## config.mk

```make
export PLATFORM = sky130hd
export DESIGN_NAME = cp0_int_unit
export DESIGN_NICKNAME = d
export VERILOG_FILES = /design/src/rtl/cp0_int_unit.sv
export SDC_FILE = /design/constraint.sdc
export NUM_CORES = 1
export LEC_CHECK = 0
export CAP_MARGIN = 5
export CORE_UTILIZATION = 50
export DETAILED_ROUTE_END_ITERATION = 16
export PLACE_DENSITY = 0.88
export SETUP_SLACK_MARGIN = 0.5
export SLEW_MARGIN = 10
export SYNTH_ARGS = -nofsm -noshare
export SYNTH_HDL_FRONTEND = slang
export SYNTH_SLANG_ARGS = --single-unit
```

## constraint.sdc

```tcl
create_clock -name clk -period 4 [get_ports clk]
set_input_delay 0.6 -clock clk [delete_from_list [all_inputs] [get_ports clk]]
set_output_delay 0.6 -clock clk [all_outputs]
set_load 0.005 [all_outputs]
```

## src/rtl/cp0_int_unit.sv

```systemverilog
// cp0_int_unit: coprocessor-0 exception/interrupt sequencer for the multicycle
// MIPS core. Owns Status (12), Cause (13) and EPC (14), arbitrates overflow,
// syscall and NUM_IRQ level interrupts, and runs the trap entry sequence
// (save EPC, save Cause, set EXL, redirect PC). Also services mtc0/mfc0/eret.
//
// Ports:
//   clk, reset      - clock, synchronous active-high reset
//   irq             - level interrupt requests (live copy shown in Cause.IP)
//   inst_boundary   - main FSM at fetch boundary; interrupts may be taken
//   pc_cur          - PC saved into EPC when a trap is accepted
//   syscall         - one-cycle pulse, ExcCode 8
//   overflow        - one-cycle pulse, ExcCode 12
//   eret            - one-cycle pulse, return from exception
//   cp0_we/addr/wdata - mtc0 write port
//   cp0_rdata       - mfc0 read data, combinational from cp0_addr
//   busy            - sequencer not idle; main FSM stalls
//   pc_redirect     - one-cycle pulse, PC loads pc_target
//   pc_target       - redirect address (holds last value)
//   state_out       - current sequencer state
//
// Handshake: the pulses (syscall, overflow, eret) are only sampled while the
// sequencer is idle; the main FSM holds off new pulses while busy is high and
// reacts to pc_redirect in the single cycle it is asserted.
module cp0_int_unit #(
    parameter int          NUM_IRQ      = 4,
    parameter logic [31:0] HANDLER_ADDR = 32'h0000_0004
) (
    input  logic               clk,
    input  logic               reset,
    input  logic [NUM_IRQ-1:0] irq,
    input  logic               inst_boundary,
    input  logic [31:0]        pc_cur,
    input  logic               syscall,
    input  logic               overflow,
    input  logic               eret,
    input  logic               cp0_we,
    input  logic [4:0]         cp0_addr,
    input  logic [31:0]        cp0_wdata,
    output logic [31:0]        cp0_rdata,
    output logic               busy,
    output logic               pc_redirect,
    output logic [31:0]        pc_target,
    output logic [2:0]         state_out
);

    typedef enum logic [2:0] {
        ST_IDLE       = 3'd0,
        ST_SAVE_EPC   = 3'd1,
        ST_SAVE_CAUSE = 3'd2,
        ST_SET_EXL    = 3'd3,
        ST_JUMP       = 3'd4,
        ST_ERET_OUT   = 3'd5
    } state_t;

    state_t             state_q, state_d;
    logic               ie_q, ie_d;
    logic               exl_q, exl_d;
    logic [NUM_IRQ-1:0] im_q, im_d;
    logic [4:0]         exc_code_q, exc_code_d;
    logic [31:0]        epc_q, epc_d;
    logic [31:0]        hold_pc_q, hold_pc_d;
    logic [4:0]         hold_code_q, hold_code_d;
    logic               pc_redirect_q, pc_redirect_d;
    logic [31:0]        pc_target_q, pc_target_d;
    logic               irq_take;

    assign irq_take = ie_q && !exl_q && inst_boundary && ((irq & im_q) != '0);

    always_comb begin
        state_d       = state_q;
        ie_d          = ie_q;
        exl_d         = exl_q;
        im_d          = im_q;
        exc_code_d    = exc_code_q;
        epc_d         = epc_q;
        hold_pc_d     = hold_pc_q;
        hold_code_d   = hold_code_q;
        pc_redirect_d = 1'b0;
        pc_target_d   = pc_target_q;

        // mtc0 is applied first so that any sequencer update below, made on
        // the same edge, overrides it. Cause is read-only from software.
        if (cp0_we) begin
            case (cp0_addr)
                5'd12: begin
                    ie_d  = cp0_wdata[0];
                    exl_d = cp0_wdata[1];
                    im_d  = cp0_wdata[8 +: NUM_IRQ];
                end
                5'd14:   epc_d = cp0_wdata;
                default: ;
            endcase
        end

        case (state_q)
            ST_IDLE: begin
                // Trap acceptance beats eret; the eret is simply dropped.
                if (overflow || syscall || irq_take) begin
                    hold_pc_d   = pc_cur;
                    hold_code_d = overflow ? 5'd12 : (syscall ? 5'd8 : 5'd0);
                    state_d     = ST_SAVE_EPC;
                end else if (eret) begin
                    exl_d         = 1'b0;
                    pc_redirect_d = 1'b1;
                    pc_target_d   = epc_q;
                    state_d       = ST_ERET_OUT;
                end
            end
            ST_SAVE_EPC: begin
                // A nested exception (EXL already set) must keep the original
                // return address.
                if (!exl_q) begin
                    epc_d = hold_pc_q;
                end
                state_d = ST_SAVE_CAUSE;
            end
            ST_SAVE_CAUSE: begin
                exc_code_d = hold_code_q;
                state_d    = ST_SET_EXL;
            end
            ST_SET_EXL: begin
                // Redirect is registered on entry to JUMP so it is high for
                // exactly the JUMP cycle.
                exl_d         = 1'b1;
                pc_redirect_d = 1'b1;
                pc_target_d   = HANDLER_ADDR;
                state_d       = ST_JUMP;
            end
            ST_JUMP:     state_d = ST_IDLE;
            ST_ERET_OUT: state_d = ST_IDLE;
            default:     state_d = ST_IDLE;
        endcase
    end

    always_ff @(posedge clk) begin
        if (reset) begin
            state_q       <= ST_IDLE;
            ie_q          <= 1'b0;
            exl_q         <= 1'b0;
            im_q          <= '0;
            exc_code_q    <= 5'd0;
            epc_q         <= 32'd0;
            hold_pc_q     <= 32'd0;
            hold_code_q   <= 5'd0;
            pc_redirect_q <= 1'b0;
            pc_target_q   <= 32'd0;
        end else begin
            state_q       <= state_d;
            ie_q          <= ie_d;
            exl_q         <= exl_d;
            im_q          <= im_d;
            exc_code_q    <= exc_code_d;
            epc_q         <= epc_d;
            hold_pc_q     <= hold_pc_d;
            hold_code_q   <= hold_code_d;
            pc_redirect_q <= pc_redirect_d;
            pc_target_q   <= pc_target_d;
        end
    end

    always_comb begin
        cp0_rdata = 32'd0;
        case (cp0_addr)
            5'd12: begin
                cp0_rdata[0]            = ie_q;
                cp0_rdata[1]            = exl_q;
                cp0_rdata[8 +: NUM_IRQ] = im_q;
            end
            5'd13: begin
                cp0_rdata[6:2]          = exc_code_q;
                cp0_rdata[8 +: NUM_IRQ] = irq;
            end
            5'd14:   cp0_rdata = epc_q;
            default: cp0_rdata = 32'd0;
        endcase
    end

    assign busy        = (state_q != ST_IDLE);
    assign pc_redirect = pc_redirect_q;
    assign pc_target   = pc_target_q;
    assign state_out   = state_q;

endmodule
```

---- Word level (Yosys, flattened, before mapping) ----
Index checks and enable logic that the tools add are counted.
Widths: inputs -> output; s select.
operators by class
  eq/ne operators ......................... 9
  muxes and demuxes ....................... 25
  bitwise operators ....................... 1
  reduce and logical (&&, ||, !) cells .... 13
operators by type and width
  kind                count
  $mux 32             6
  $pmux 32 s2         1
  $mux 20             1
  $eq 5x4->1 const B  3
  $pmux 3 s4          1
  $pmux 4 s3          1
  $pmux 5 s2          1
  $mux 4              2
  $mux 1              7
  $eq 3x2->1 const B  2
  $mux 3              2
  $and 4x4->4         1
  $ne 2x2->1 const B  2
  $pmux 1 s2          2
  $pmux 2 s2          1
  $reduce_and 2->1    2
  $reduce_bool 4->1   1
  $eq 3x1->1 const B  1
  $logic_and 1x1->1   3
  $logic_not 3->1     1
  $ne 3x3->1 const B  1
  $reduce_and 3->1    1
  $reduce_bool 3->1   1
  $logic_or 1x1->1    2
  2 further kinds     2
storage, ports and cells
  register bits after elaboration ......... 116
  output and inout bits ................... 69
  logic and storage cells ................. 58

---- Depth between registers and ports, before layout ----
  word-level depth ........................ 7
  mapped depth ............................ 8

---- Worst setup path before layout ----
No wires, ideal clock.
  path type ............................... input port to output port
  start ................................... input port cp0_addr[0]
  end ..................................... output port cp0_rdata[4]
  arrival ................................. 1.750 ns
  data required time ...................... 3.400 ns
  setup slack ............................. 1.650 ns
  stages on the path ...................... 5
  cell sequence ........................... clkbuf_1 -> and3b_1 -> clkbuf_1 -> clkbuf_1 -> a32o_1
between the ends
  word-level cells in the longest chain between the ends .. 2
  elaborated cells on any way between the ends .. 3
  classes of those cells .................. eq/ne: 2; mux: 1
RTL lines
  what             line  source
  start, declared  37    input logic [4:0] cp0_addr,
  $eq 5x4->1       163   case (cp0_addr)
  $pmux 5 s2 (*)   163
  end, declared    39    output logic [31:0] cp0_rdata,
Every way passes the cells marked *; elsewhere a longest branch is shown, timed or not.

---- Final worst setup path ----
  start ................................... input port cp0_addr[0]
  end ..................................... output port cp0_rdata[16]
between the ends
  word-level cells in the longest chain between the ends .. 2
RTL lines
  what        line
  $eq 5x4->1  163
  $mux 20     163
No other way between the ends.

==> metrics.csv <==
stage,metric,value,unit
run_status,status,"finished, final reports clean",
route,ant_nets,0,
die,start_util,0.523,
clocking,cts_tree,done,
logic_synthesis,synthesis.area,4900,um2
sta,finalHoldViolations,0,
global_routing,grt_max_degree,57,
pwr,switchingPower,0.698,mW
worst_setup_path,ff2ff_setup_slack,1.06,ns
cells_and_area,fin_cells,832,
clocking,cts-hold-fix-buffers,0,
worst_setup_path,cp-end-kind,output port,
min_path,holdPathStages,2,
sta,setup_violations,0,
placement,routabilityCongestion,0.964,
logic_synthesis,synth_area_leaders,"dfxtp_1 45%, mux2i_1 8.4%, nand3_1 6.7%",
route,vias_per_cell,5.74,
route,drtPass1Iterations,5,
sta,fmax,0.308,GHz
logic_synthesis,synth_cell_types,37,
clocking,postCtsSetupBuffers,0,
pwr,power_frac_seq,0.542,
global_routing,grt_overflow,0,
worst_setup_path,startpoint,cp0_addr[0],
global_routing,grt_use_total,0.277,
cells_and_area,antennaDiodeCount,0,
logic_synthesis,synth-edff-count,0,
pwr,p_comb_frac,0.207,
logic_synthesis,async_flop_share,0,
logic_synthesis,synth-seq-cells,110,
logic_synthesis,yosysTopAreaCell,dfxtp_1,
die,core_area,9370,um2
logic_synthesis,netlist.area_leader.share,0.450,
cells_and_area,final_layout_size_suffix_gt1_frac,0.0469,
cells_and_area,seq_area,2200,um2
die,die_x,101,um
clocking,cts_root_buffer,clkbuf_8,
route,drc_errors,0,
worst_setup_path,path_max_fanout,24,
logic_synthesis,synth_flop_cell,dfxtp_1,
sta,rsz0062_at_grt,no,
logic_synthesis,yosysMostFrequentCell,dfxtp_1,
pwr,power_density,363,nW/um2
die,io_pins,149,
pwr,swShare,0.294,
sta,fin_crit_sh,0.811,
worst_setup_path,crit_type,input pin to output port,
logic_synthesis,yosys-top-cells-count,"110 x dfxtp_1, 70 x nand2_1, 66 x nand3_1",
logic_synthesis,yosysSeqAreaShare,0.450,
route,dr_total_vias,4775,
clocking,numCtsBuffers,9,
pwr,p_leak,2.48,nW
pwr,max-vdd-ir-drop,0.000265,V
die,rows,35,
die,die_h,101,um
sta,fin_crit,3.24,ns
worst_setup_path,cp_data_required_time,3.40,ns
worst_setup_path,setup.worst_path.start_class,input pin,
flow_run,cap_violations,0,
clocking,cts_buffer_depth,2,
global_routing,grt_pass1_vias,4277,
cells_and_area,area_growth,33.8,%
worst_setup_path,worstReg2RegEnd,pc_target[20],
pwr,p_clk_frac,0.251,
clocking,htree_levels,3,
clocking,clk_pin_slew_worst_paths,0.09,ns
global_routing,grt_first_pass_wirelength,21900,um
logic_synthesis,avgSynthCellArea,8.39,um2
clocking,cts_sinks,110,
clocking,clkLatencyLatePin,0.36,ns
pwr,power,2.38,mW
placement,place_inst,816,
cells_and_area,multiInputGateArea,2450,um2
sta,tightestPinTransition,1.14,ns
cells_and_area,fill_cells,741,
pwr,intPower,1.68,mW
sta,finalSetupTns,0,ns
route,drt_wl_total,14000,um
min_path,hold_end,pc_target[2],
sta,final_max_slew_viol_count,0,
logic_synthesis,yosys_warnings,0,
global_routing,antenna_found_initial,0,
route,drt-initial-drc-count,416,
sta,relSlewSlack,0.242,
placement,io_buffers,148,
sta,finClkSkew,0.0106,ns
logic_synthesis,synth_nets,664,
die,dieArea,10200,um2
logic_synthesis,synth_cells,584,
worst_setup_path,worstPathArrival,2.64,ns
cells_and_area,nets,778,
placement,dp_hpwl,10200,um
worst_setup_path,r2r_start,state_out[2],
min_path,min-delay-start,pc_target[2],
clocking,cts_resized,0,
route,wire_per_inst,16.8,um
worst_setup_path,worst_r2r_path_depth,5,
min_path,min_path_type,register to register,
==> metal layers <==
metal	track usage	wire length (um)	vias up
li1	-	-	2276
met1	0.375	5930	2226
met2	0.455	6720	244
met3	0.0333	979	29
met4	0.103	356	0
met5	0	0	-
==> kinds of logic after synthesis <==
kind of cell    Yosys count  synth area share
compound gates          120             0.159
simple gates            254             0.255
mux                      41            0.0838
buf+inv                  58            0.0513
xor+xnor                  1           0.00179
flops                   110             0.450
==> sequential cells by signal, indices dropped and copies added (netlist names) <==
name and cells:
epc_q 32, ie_q 1, pc_target 32, pc_redirect 1, exc_code_q 2, hold_pc_q 32
hold_code_q 2, state_out 3, im_q 4, exl_q 1
==> worst max-delay path by stage <==
stage / end / slack, ns / depth (start not counted)
floorplan: cp0_rdata[4] / 1.65 / 5
global placement: cp0_rdata[3] / 0.84 / 5
detailed placement: cp0_rdata[16] / 0.78 / 5
CTS: cp0_rdata[16] / 0.78 / 5
global route: cp0_rdata[20] / 0.64 / 5
finish: cp0_rdata[16] / 0.76 / 5
==> cells in the final DEF (no fill, tap or decap), types with 2 or more instances in the layout <==
cell type,count
buf_4,12
nand2b_1,32
a32oi_1,2
dfxtp_1,110
a311oi_1,32
clkbuf_8,10
nor2_1,43
clkdlybuf4s50_1,147
nand2_1,70
and3b_1,2
nor3_1,4
o21ai_0,36
clkinvlp_4,2
clkbuf_1,3
mux2i_1,41
inv_1,2
and2_1,24
a22o_1,4
a21oi_1,37
nand3_1,66
a32o_1,2
nand3b_1,2
==> power groups by stage <==
stage | logic, mW | registers [mW] | clock network, mW
3_5_place_dp | 0.484 | 1.31 | 0
6_report | 0.491 | 1.29 | 0.598
3_3_place_gp | 0.470 | 1.31 | 0
5_1_grt | 0.536 | 1.30 | 0.647
4_1_cts | 0.488 | 1.29 | 0.607
2_1_floorplan | 0.309 | 1.27 | 0
==> metrics by stage <==
step | instance area, um2 | setup WS (ns) | utilization | hold slack, ns
after floorplan | 4900 | 1.65 | - | 0.437
after global routing | 6550 | 0.644 | 0.699 | 0.492
after global placement | 6380 | 0.845 | 0.681 | 0.451
final | 6550 | 0.757 | 0.699 | 0.473
after detailed placement | 6380 | 0.776 | 0.681 | 0.460
after CTS | 6550 | 0.778 | 0.699 | 0.474
==> worst max-delay path: stages <==
cell and delay [ns]:
clkdlybuf4s50_1 0.60, and3b_2 0.47, buf_4 0.29, and2_1 0.17, clkdlybuf4s50_1 0.50
==> layout make-up <==
type | instances | share of cell area
Sequential cell | 110 | 0.336
Timing Repair Buffer | 159 | 0.238
Multi-Input combinational cell | 416 | 0.374
Tap cell | 129 | 0.0246
Clock inverter | 3 | 0.00305
Clock buffer | 13 | 0.0227
Inverter | 2 | 0.00115
Note: power is estimated with default switching activity, not from simulation.
